[config.mk]
export PLATFORM = sky130hd
export DESIGN_NAME = lsu_mem
export DESIGN_NICKNAME = d
export VERILOG_FILES = /design/src/rtl/lsu_mem.sv
export SDC_FILE = /design/constraint.sdc
export NUM_CORES = 1
export LEC_CHECK = 0
export CAP_MARGIN = 10
export CORE_ASPECT_RATIO = 0.7
export CORE_MARGIN = 2
export CORE_UTILIZATION = 43
export DETAILED_ROUTE_END_ITERATION = 16
export PLACE_DENSITY = 0.92
export SYNTH_ARGS = -nofsm -noshare
export SYNTH_HDL_FRONTEND = slang
export SYNTH_SLANG_ARGS = --single-unit
[constraint.sdc]
create_clock -name clk -period 2.8 [get_ports clk]
set_clock_uncertainty 0.05 [all_clocks]
set_input_delay 0.7 -clock clk [delete_from_list [all_inputs] [get_ports clk]]
set_output_delay 0.7 -clock clk [all_outputs]
set_load 0.01 [all_outputs]
[src/rtl/lsu_mem.sv]
// Load/store unit for the MEM stage: non-memory ops pass straight through,
// loads and stores go out on a simple req/gnt + rvalid bus.
module lsu_mem (
    input  logic        clk,
    input  logic        rst,
    input  logic        valid_i,
    input  logic        mem_read_i,
    input  logic        mem_write_i,
    input  logic [2:0]  funct3_i,
    input  logic [31:0] alu_out_i,
    input  logic [31:0] rdata2_i,
    input  logic [31:0] pc_incr_i,
    output logic        stall_o,
    output logic        valid_o,
    output logic        err_o,
    output logic [31:0] rdata_o,
    output logic [31:0] alu_out_o,
    output logic [31:0] pc_incr_o,
    output logic        bus_req_o,
    output logic        bus_we_o,
    output logic [31:0] bus_addr_o,
    output logic [31:0] bus_wdata_o,
    output logic [3:0]  bus_be_o,
    input  logic        bus_gnt_i,
    input  logic        bus_rvalid_i,
    input  logic [31:0] bus_rdata_i
);

    typedef enum logic [1:0] {StIdle, StReq, StWait, StResp} state_e;

    state_e      r_state, w_state_next;
    logic        r_valid, r_err, r_we;
    logic [2:0]  r_funct3;
    logic [3:0]  r_be;
    logic [31:0] r_addr, r_wdata, r_rdata, r_alu_out, r_pc_incr;

    logic        w_is_mem, w_bad_f3, w_misal, w_err, w_idle_take, w_mem_take;
    logic [3:0]  w_be;
    logic [31:0] w_wdata, w_load_data;
    logic [7:0]  w_byte;
    logic [15:0] w_half;

    // Request decode and store formatting, evaluated only in the IDLE accept cycle.
    always_comb begin
        w_is_mem = mem_read_i ^ mem_write_i;
        if (mem_write_i) begin
            w_bad_f3 = funct3_i[2] | (funct3_i[1:0] == 2'b11);
        end else begin
            w_bad_f3 = (funct3_i[1:0] == 2'b11) | (funct3_i == 3'b110);
        end
        w_misal = ((funct3_i[1:0] == 2'b01) & alu_out_i[0]) |
                  ((funct3_i[1:0] == 2'b10) & (alu_out_i[1:0] != 2'b00));
        w_err = (mem_read_i & mem_write_i) | (w_is_mem & (w_bad_f3 | w_misal));
        w_idle_take = (r_state == StIdle) & valid_i & ~rst;
        w_mem_take  = w_idle_take & w_is_mem & ~w_err;
        case (funct3_i[1:0])
            2'b00: begin
                w_be    = 4'b0001 << alu_out_i[1:0];
                w_wdata = {4{rdata2_i[7:0]}};
            end
            2'b01: begin
                w_be    = 4'b0011 << {alu_out_i[1], 1'b0};
                w_wdata = {2{rdata2_i[15:0]}};
            end
            default: begin
                w_be    = 4'b1111;
                w_wdata = rdata2_i;
            end
        endcase
    end

    always_comb begin
        case (r_addr[1:0])
            2'b00:   w_byte = bus_rdata_i[7:0];
            2'b01:   w_byte = bus_rdata_i[15:8];
            2'b10:   w_byte = bus_rdata_i[23:16];
            default: w_byte = bus_rdata_i[31:24];
        endcase
        w_half = r_addr[1] ? bus_rdata_i[31:16] : bus_rdata_i[15:0];
        case (r_funct3)
            3'b000:  w_load_data = {{24{w_byte[7]}}, w_byte};
            3'b001:  w_load_data = {{16{w_half[15]}}, w_half};
            3'b100:  w_load_data = {24'b0, w_byte};
            3'b101:  w_load_data = {16'b0, w_half};
            default: w_load_data = bus_rdata_i;
        endcase
    end

    always_ff @(posedge clk) begin
        if (rst) begin
            r_state   <= StIdle;
            r_valid   <= 1'b0;
            r_err     <= 1'b0;
            r_we      <= 1'b0;
            r_funct3  <= 3'b0;
            r_be      <= 4'b0;
            r_addr    <= 32'b0;
            r_wdata   <= 32'b0;
            r_rdata   <= 32'b0;
            r_alu_out <= 32'b0;
            r_pc_incr <= 32'b0;
        end else begin
            r_state <= w_state_next;
            r_valid <= 1'b0;
            r_err   <= 1'b0;
            if (w_idle_take) begin
                r_alu_out <= alu_out_i;
                r_pc_incr <= pc_incr_i;
                r_rdata   <= 32'b0;
                // Non-memory ops and rejected accesses complete next cycle.
                r_valid   <= ~w_mem_take;
                r_err     <= w_err;
            end
            if (w_mem_take) begin
                r_addr   <= alu_out_i;
                r_we     <= mem_write_i;
                r_funct3 <= funct3_i;
                r_be     <= w_be;
                r_wdata  <= w_wdata;
            end
            if ((r_state == StWait) && bus_rvalid_i) begin
                r_rdata <= w_load_data;
            end
            if ((r_state != StResp) && (w_state_next == StResp)) begin
                r_valid <= 1'b1;
            end
        end
    end

    always_comb begin
        w_state_next = r_state;
        case (r_state)
            StIdle: if (w_mem_take) w_state_next = StReq;
            StReq:  if (bus_gnt_i) w_state_next = r_we ? StResp : StWait;
            StWait: if (bus_rvalid_i) w_state_next = StResp;
            StResp: w_state_next = StIdle;
            default: w_state_next = StIdle;
        endcase
        if (rst) w_state_next = StIdle;
    end

    always_comb begin
        bus_req_o   = (r_state == StReq);
        bus_we_o    = bus_req_o & r_we;
        bus_addr_o  = bus_req_o ? {r_addr[31:2], 2'b00} : 32'b0;
        bus_be_o    = bus_req_o ? r_be : 4'b0;
        bus_wdata_o = bus_req_o ? r_wdata : 32'b0;
        stall_o     = (r_state == StReq) | (r_state == StWait) | w_mem_take;
        valid_o     = r_valid;
        err_o       = r_err;
        rdata_o     = r_rdata;
        alu_out_o   = r_alu_out;
        pc_incr_o   = r_pc_incr;
    end

endmodule

### Yosys cells after proc, flatten, opt, wreduce, memory -nomap -nowiden

Cells that the tools add are included.

* bits in registers: 172
* latch bits: 0
* memory bits (writable): 0
* bits in read-only memories: 0
* bits of input ports: 138
* output and inout port bits: 169
* word-level logic and storage cells: 76
* memories: 0

* add/sub/neg operators: 0
* multiply operators: 0
* div/mod/pow operators: 0
* $lt $le $gt $ge: 0
* equal/unequal tests: 14
* shifts and indexed selects: 2
* mux-type cells: 19
* bitwise gates (word level): 21
* reductions and logical operators: 9

Operators with widths (number)
* 2-to-1 mux 32 bit: 4
* one-hot mux 32 bit (4 select lines): 1
* one-hot mux 32 bit (2 select lines): 1
* one-hot mux 8 bit (3 select lines): 1
* 2-to-1 mux 16 bit: 1
* equality test 2 bit (second input constant): 6
* bitwise AND 1 bit: 9
* equality test 3 bit (second input constant): 3
* 2-to-1 mux 2 bit: 4
* one-hot mux 2 bit (4 select lines): 1
* one-hot mux 4 bit (2 select lines): 1
* bitwise OR 1 bit: 7
* equality test 2 x 1 -> 1 bit (second input constant): 3
* logical NOT 2 bit: 3
* 2-to-1 mux 1 bit: 4
* 2-to-1 mux 4 bit: 1
* inverter 1 bit: 4
* nonzero test 2 bit: 2
* left shift 1 x 2 -> 4 bit (first input constant): 1
* left shift 2 x 2 -> 4 bit (first input constant): 1
* equality test 3 x 1 -> 1 bit (second input constant): 1
* logical NOT 3 bit: 1
* logical AND 1 bit: 2
* inequality test 2 bit (second input constant): 1
* other kinds (2): 2

### Logic depth before layout (Yosys ltp)

* word-level depth: 14
* mapped depth: 8
* gate-level depth less buffers: 6

### Worst setup path before layout

OpenSTA, ideal clock, no wires.

* path type: in2out
* start point: input funct3_i[0]
* end point: output stall_o
* data arrival time: 1938 ps
* required time: 2050 ps
* path slack: 112 ps
* stages on the path: 5
* buffers on the path: 2
* path through: clkbuf_1 > or4_4 > a2111o_1 > clkbuf_1 > nand2b_1

* cells in the longest elaborated chain, start to end: 9
* elaborated cells on any way between the ends: 16
* classes of those cells: eq/ne (4); mux (1); bitwise (11)

Ends and longest elaborated chain
* from (decl): RTL line 9 `input logic [2:0] funct3_i,`
* equality test 3 bit (tied with other cells): RTL line 49 `w_bad_f3 = (funct3_i[1:0] == 2'b11) | (funct3_i == 3'b110);`
* bitwise OR 1 bit (tied with other cells): RTL line 49
* 2-to-1 mux 1 bit or bitwise OR 1 bit (tied branches): RTL line 46, 51
* bitwise OR 1 bit (*): RTL line 53 `w_err = (mem_read_i & mem_write_i) | (w_is_mem & (w_bad_f3 | w_misal));`
* bitwise AND 1 bit (*): RTL line 53
* bitwise OR 1 bit (*): RTL line 53
* inverter 1 bit (*): RTL line 55 `w_mem_take = w_idle_take & w_is_mem & ~w_err;`
* bitwise AND 1 bit (*): RTL line 55
* bitwise OR 1 bit (*): RTL line 148 `stall_o = (r_state == StReq) | (r_state == StWait) | w_mem_take;`
* to (decl): RTL line 13 `output logic stall_o,`

Mark *: on every way between the ends. The rest lies on a longest branch, timed or not.

### Worst setup path after layout

* start point: input alu_out_i[0]
* end point: output stall_o

* cells in the longest elaborated chain, start to end: 9
* elaborated cells on any way between the ends: 10
* classes of those cells: bitwise (9); reduce/logical (1)

Ends and longest elaborated chain
* from (decl): RTL line 10 `input logic [31:0] alu_out_i,`
* nonzero test 2 bit: RTL line 52 `((funct3_i[1:0] == 2'b10) & (alu_out_i[1:0] != 2'b00));`
* bitwise AND 1 bit: RTL line 52
* bitwise OR 1 bit (*): RTL line 51 `w_misal = ((funct3_i[1:0] == 2'b01) & alu_out_i[0]) |`
* bitwise OR 1 bit (*): RTL line 53
* bitwise AND 1 bit (*): RTL line 53
* bitwise OR 1 bit (*): RTL line 53
* inverter 1 bit (*): RTL line 55
* bitwise AND 1 bit (*): RTL line 55
* bitwise OR 1 bit (*): RTL line 148

Marks and branches as above.

==> summary.md <==
| Metric | Value |
|---|---|
| Io pins | `307` |
| Crit-path cells | `buf_6, or4_4, a2111o_2, nand2b_1, buf_2` |
| Max-cap violations | `0` |
| Die area | `17870 sq um` |
| Metal2 WL | `12.00 mm` |
| Status | `completed` |
| Register area share after synthesis | `0.4766` |
| Synth unique cells | `42` |
| Post-route ant nets | `0` |
| Number of global-route vias before repair | `7360` |
| Largest net degree at the start of global routing | `146` |
| Reg clk slew, reported paths | `0.07 ns` |
| Worst min path class | `flop to flop` |
| Synthesized flop and latch total | `172` |
| Root Driver | `clkbuf_16` |
| Metal3 WL | `about 2.3 mm` |
| Final Hold Violating Endpoints | `0` |
| DR WL/cell | `17.45 um` |
| Filler cells | `about 1300` |
| Area growth, synth to finish | `54.55%` |
| Crit path kind | `input port to output pin` |
| Inserted Clock Buffers | `17` |
| # port buffers | `a little over 300` |
| DR top layer | `met4` |
| DP HPWL | `approximately 17 mm` |
| Inserted Diodes | `0` |
| Clk_lat worst skew | `0.41 ns` |
| Fin crit period | `approximately 2.8 ns` |
| Die Wd | `158.9 um` |
| Starting DRT DRC Count | `578` |
| Final Non-Filler Cells | `~1400` |
| Arrival time worst endpoint | `a little over 2 ns` |
| Maximum vdd drop | `0.4015 mV` |
| Share of cells above drive strength 1 | `0.06818` |
| Die height | `112.4 um` |
| Leading area contributor after synthesis | `dfxtp_1` |
| Core Area | `16400 sq um` |
| Actual slew at the worst max-slew pin | `1.192 ns` |
| Vias per cell | `approximately 5.3` |
| Share of the synthesized area in the top cell type | `0.4766` |
| Final Slew Violations | `0` |
| Leak | `4.188 nW` |
| Residual DRC count | `0` |
| Global-route wire length before repair | `38.76 mm` |
| Slowest cell on the critical path | `or4_4` |
| Global Route Usage Sum | `0.2705` |
| Design area | `11170 sq um` |
| CP endpoint kind | `output pin` |
| Startpoint Class | `input port` |
| Fmax | `0.3610 GHz` |
| Slew headroom | `0.2025` |
| Worst Path Buf+Inv | `2` |
| Cell Area, Synth | `7224 sq um` |
| Bufs on Longest Clock Path | `2` |
| CP top delay family | `simple AND/OR/NAND/NOR gates` |
| Depth of the most critical reg-to-reg path | `8` |
| Worst-path maximum fanout | `3` |
| Slowest stage delay, CP | `roughly 0.53 ns` |
| Final setup fails | `0` |
| Final period util | `0.9894` |
| Initial antenna violation count | `0` |
| Crit path required time | `between 2 and 2.5 ns` |
| Synthesized instance count | `891` |
| CTS sink count | `172` |
| Vias | `between 7000 and 8000` |
| Dpl cells | `around 1400` |
| Nets@finish | `1318` |
| FP Rows | `39` |
| Placed Area | `10510 sq um` |
| Total wire length | `between 20 and 25 mm` |
| Initial Util | `0.4406` |
| Worst hold stages | `2` |
| CTS tree | `built` |
| Gp weighted congestion | `0.8887` |
| YS warnings | `0` |
| Mean Syn Cell Area | `8.108 sq um` |
| Synth area leaders | `dfxtp_1 (48%), nand2_1 (14%), a21oi_1 (8.9%), and2_1 (6.0%), mux2i_1 (4.3%)` |
| DR pass1 iterations | `5` |
| Power per cell area | `~550 nW/um^2` |
| Remaining Overflow, GRT | `0` |
| Hold_buf cts | `0` |
| H-tree Lvls | `4` |
| Met1 WL | `9.821 mm` |
| Stages on worst setup path | `5` |
==> final timing paths <==
path                start           to  slack, ns
max reg2reg    r_state[0]  r_wdata[12]       0.42
min           rdata_o[11]  rdata_o[11]       0.39
min reg2reg   rdata_o[11]  rdata_o[11]       0.39
max          alu_out_i[0]      stall_o       0.03
==> worst reg2reg max path, cell delays in order, from the launching register on <==
cell	delay, ns
dfxtp_2	0.36
inv_1	0.11
ha_1	0.19
nand2_2	0.06
buf_4	0.32
a2111oi_4	0.49
buf_12	0.30
nor2_1	0.14
a211oi_1	0.26
==> registers in the layout, summed over array words and instances, names as in the netlist <==
name	cells
r_state	2
r_addr	32
pc_incr_o	32
err_o	1
alu_out_o	32
rdata_o	32
r_be	4
r_funct3	3
r_wdata	32
r_we	1
valid_o	1
==> layer usage <==
| layer | track usage | up-vias |
|---|---|---|
| met1 | 0.3132 | 3490 |
| met4 | 0.07697 | 0 |
| met3 | 0.1072 | 43 |
| li1 | - | 3561 |
| met2 | 0.4675 | 343 |
| met5 | 0 | - |
==> kinds of logic (layout without fill, tap and decap cells) <==
| family | count (synthesis) | count (layout) | share of synthesized area |
|---|---|---|---|
| DFF | 172 | 172 | 0.4766 |
| AOI/OAI and AO/OA | 214 | 214 | 0.1829 |
| muxes | 34 | 34 | 0.04919 |
| adders and majority gates | 5 | 5 | 0.008660 |
| and+or+nand+nor | 388 | 388 | 0.2361 |
| other | 1 | 2 | 0.0005191 |
| buffers and inverters | 77 | 373 | 0.04607 |
==> per-stage QoR <==
stage / worst slack (ns) / hold WS, ns / setup TNS, ns / total power, W / utilization
floorplan: 0.1116 / 0.3817 / 0 / 0.003088 / -
finish: 0.02978 / 0.3919 / 0 / 0.006087 / 0.6810
detailed placement: -0.8281 / 0.3854 / -21.60 / 0.003655 / 0.6409
CTS: -0.05133 / 0.3920 / -0.05133 / 0.006121 / 0.6800
global route: -0.01069 / 0.4194 / -0.01069 / 0.006336 / 0.6810
global placement: -0.8420 / 0.3765 / -19.66 / 0.003630 / 0.6409
==> power by group <==
| group | internal [W] | switching, W | total (W) |
|---|---|---|---|
| Sequential | 0.00256 | 0.0000609 | 0.00262 |
| Combinational | 0.000495 | 0.000497 | 0.000992 |
| Clock | 0.00145 | 0.00103 | 0.00248 |
==> cell usage in the layout (no fill, tap or decap), types with 2 or more instances in the layout <==
cell type / Yosys / routed
dfxtp_1: 172 / 171
inv_1: 5 / 4
dlymetal6s2s_1: 0 / 7
buf_12: 0 / 4
ha_4: 0 / 2
mux2i_1: 31 / 31
nor2_1: 29 / 29
ha_1: 5 / 3
o221ai_1: 6 / 6
nor3b_1: 2 / 2
a221o_1: 17 / 17
clkbuf_16: 0 / 17
bufinv_16: 0 / 3
conb_1: 1 / 2
a21oi_1: 128 / 128
o211ai_1: 8 / 8
a211oi_1: 19 / 19
and2_1: 69 / 68
buf_4: 8 / 27
clkinvlp_4: 0 / 2
inv_6: 0 / 6
nand2_1: 260 / 259
nor2b_1: 8 / 8
a311oi_1: 2 / 2
nand2b_1: 6 / 6
o31ai_1: 2 / 2
mux2_2: 2 / 2
or3_1: 8 / 8
nor3_1: 4 / 3
clkbuf_2: 0 / 2
o21ai_0: 21 / 21
clkinv_4: 0 / 2
clkdlybuf4s50_1: 0 / 289
clkinv_1: 2 / 2
buf_2: 5 / 3
==> repair_timing <==
item                       in CTS  in global routing
setup buffers                   2                  1
gates resized for setup        22                 14
setup endpoints to repair      65                 58
pin swaps                       3                  3
==> Yosys cell counts, drive strengths merged <==
cell type  count
and2          69
conb           1
a21oi        128
a221o         17
o31ai          2
o2111ai        1
clkinv         2
o211ai         8
nand2b         6
mux2           2
nand2        260
mux2i         31
nor2          29
nor2b          8
nand3          1
a21o           1
or4            1
a31oi          1
a211oi        19
o21ai         21
o221ai         6
or3            8
nor3           4
a32o           1
ha             5
o22a           1
a2111oi        2
o41ai          1
buf           21
a2111o         1
inv            5
a311oi         2
a32oi          1
mux4           1
o2111a         1
nor3b          2
dfxtp        172
clkbuf        49
==> cell type report <==
cell class | count | area, sq um | share of cell area
well taps | 225 | 281.5 | 0.02521
flip-flops and latches | 172 | 3445 | 0.3085
clock inverters | 13 | 175.2 | 0.01569
repair buffers | 334 | 3308 | 0.2963
inverters | 7 | 26.28 | 0.002353
clock buffers | 19 | 442.9 | 0.03967
multi-input cells | 643 | 3487 | 0.3123
Note: power is estimated with default switching activity, not from simulation.
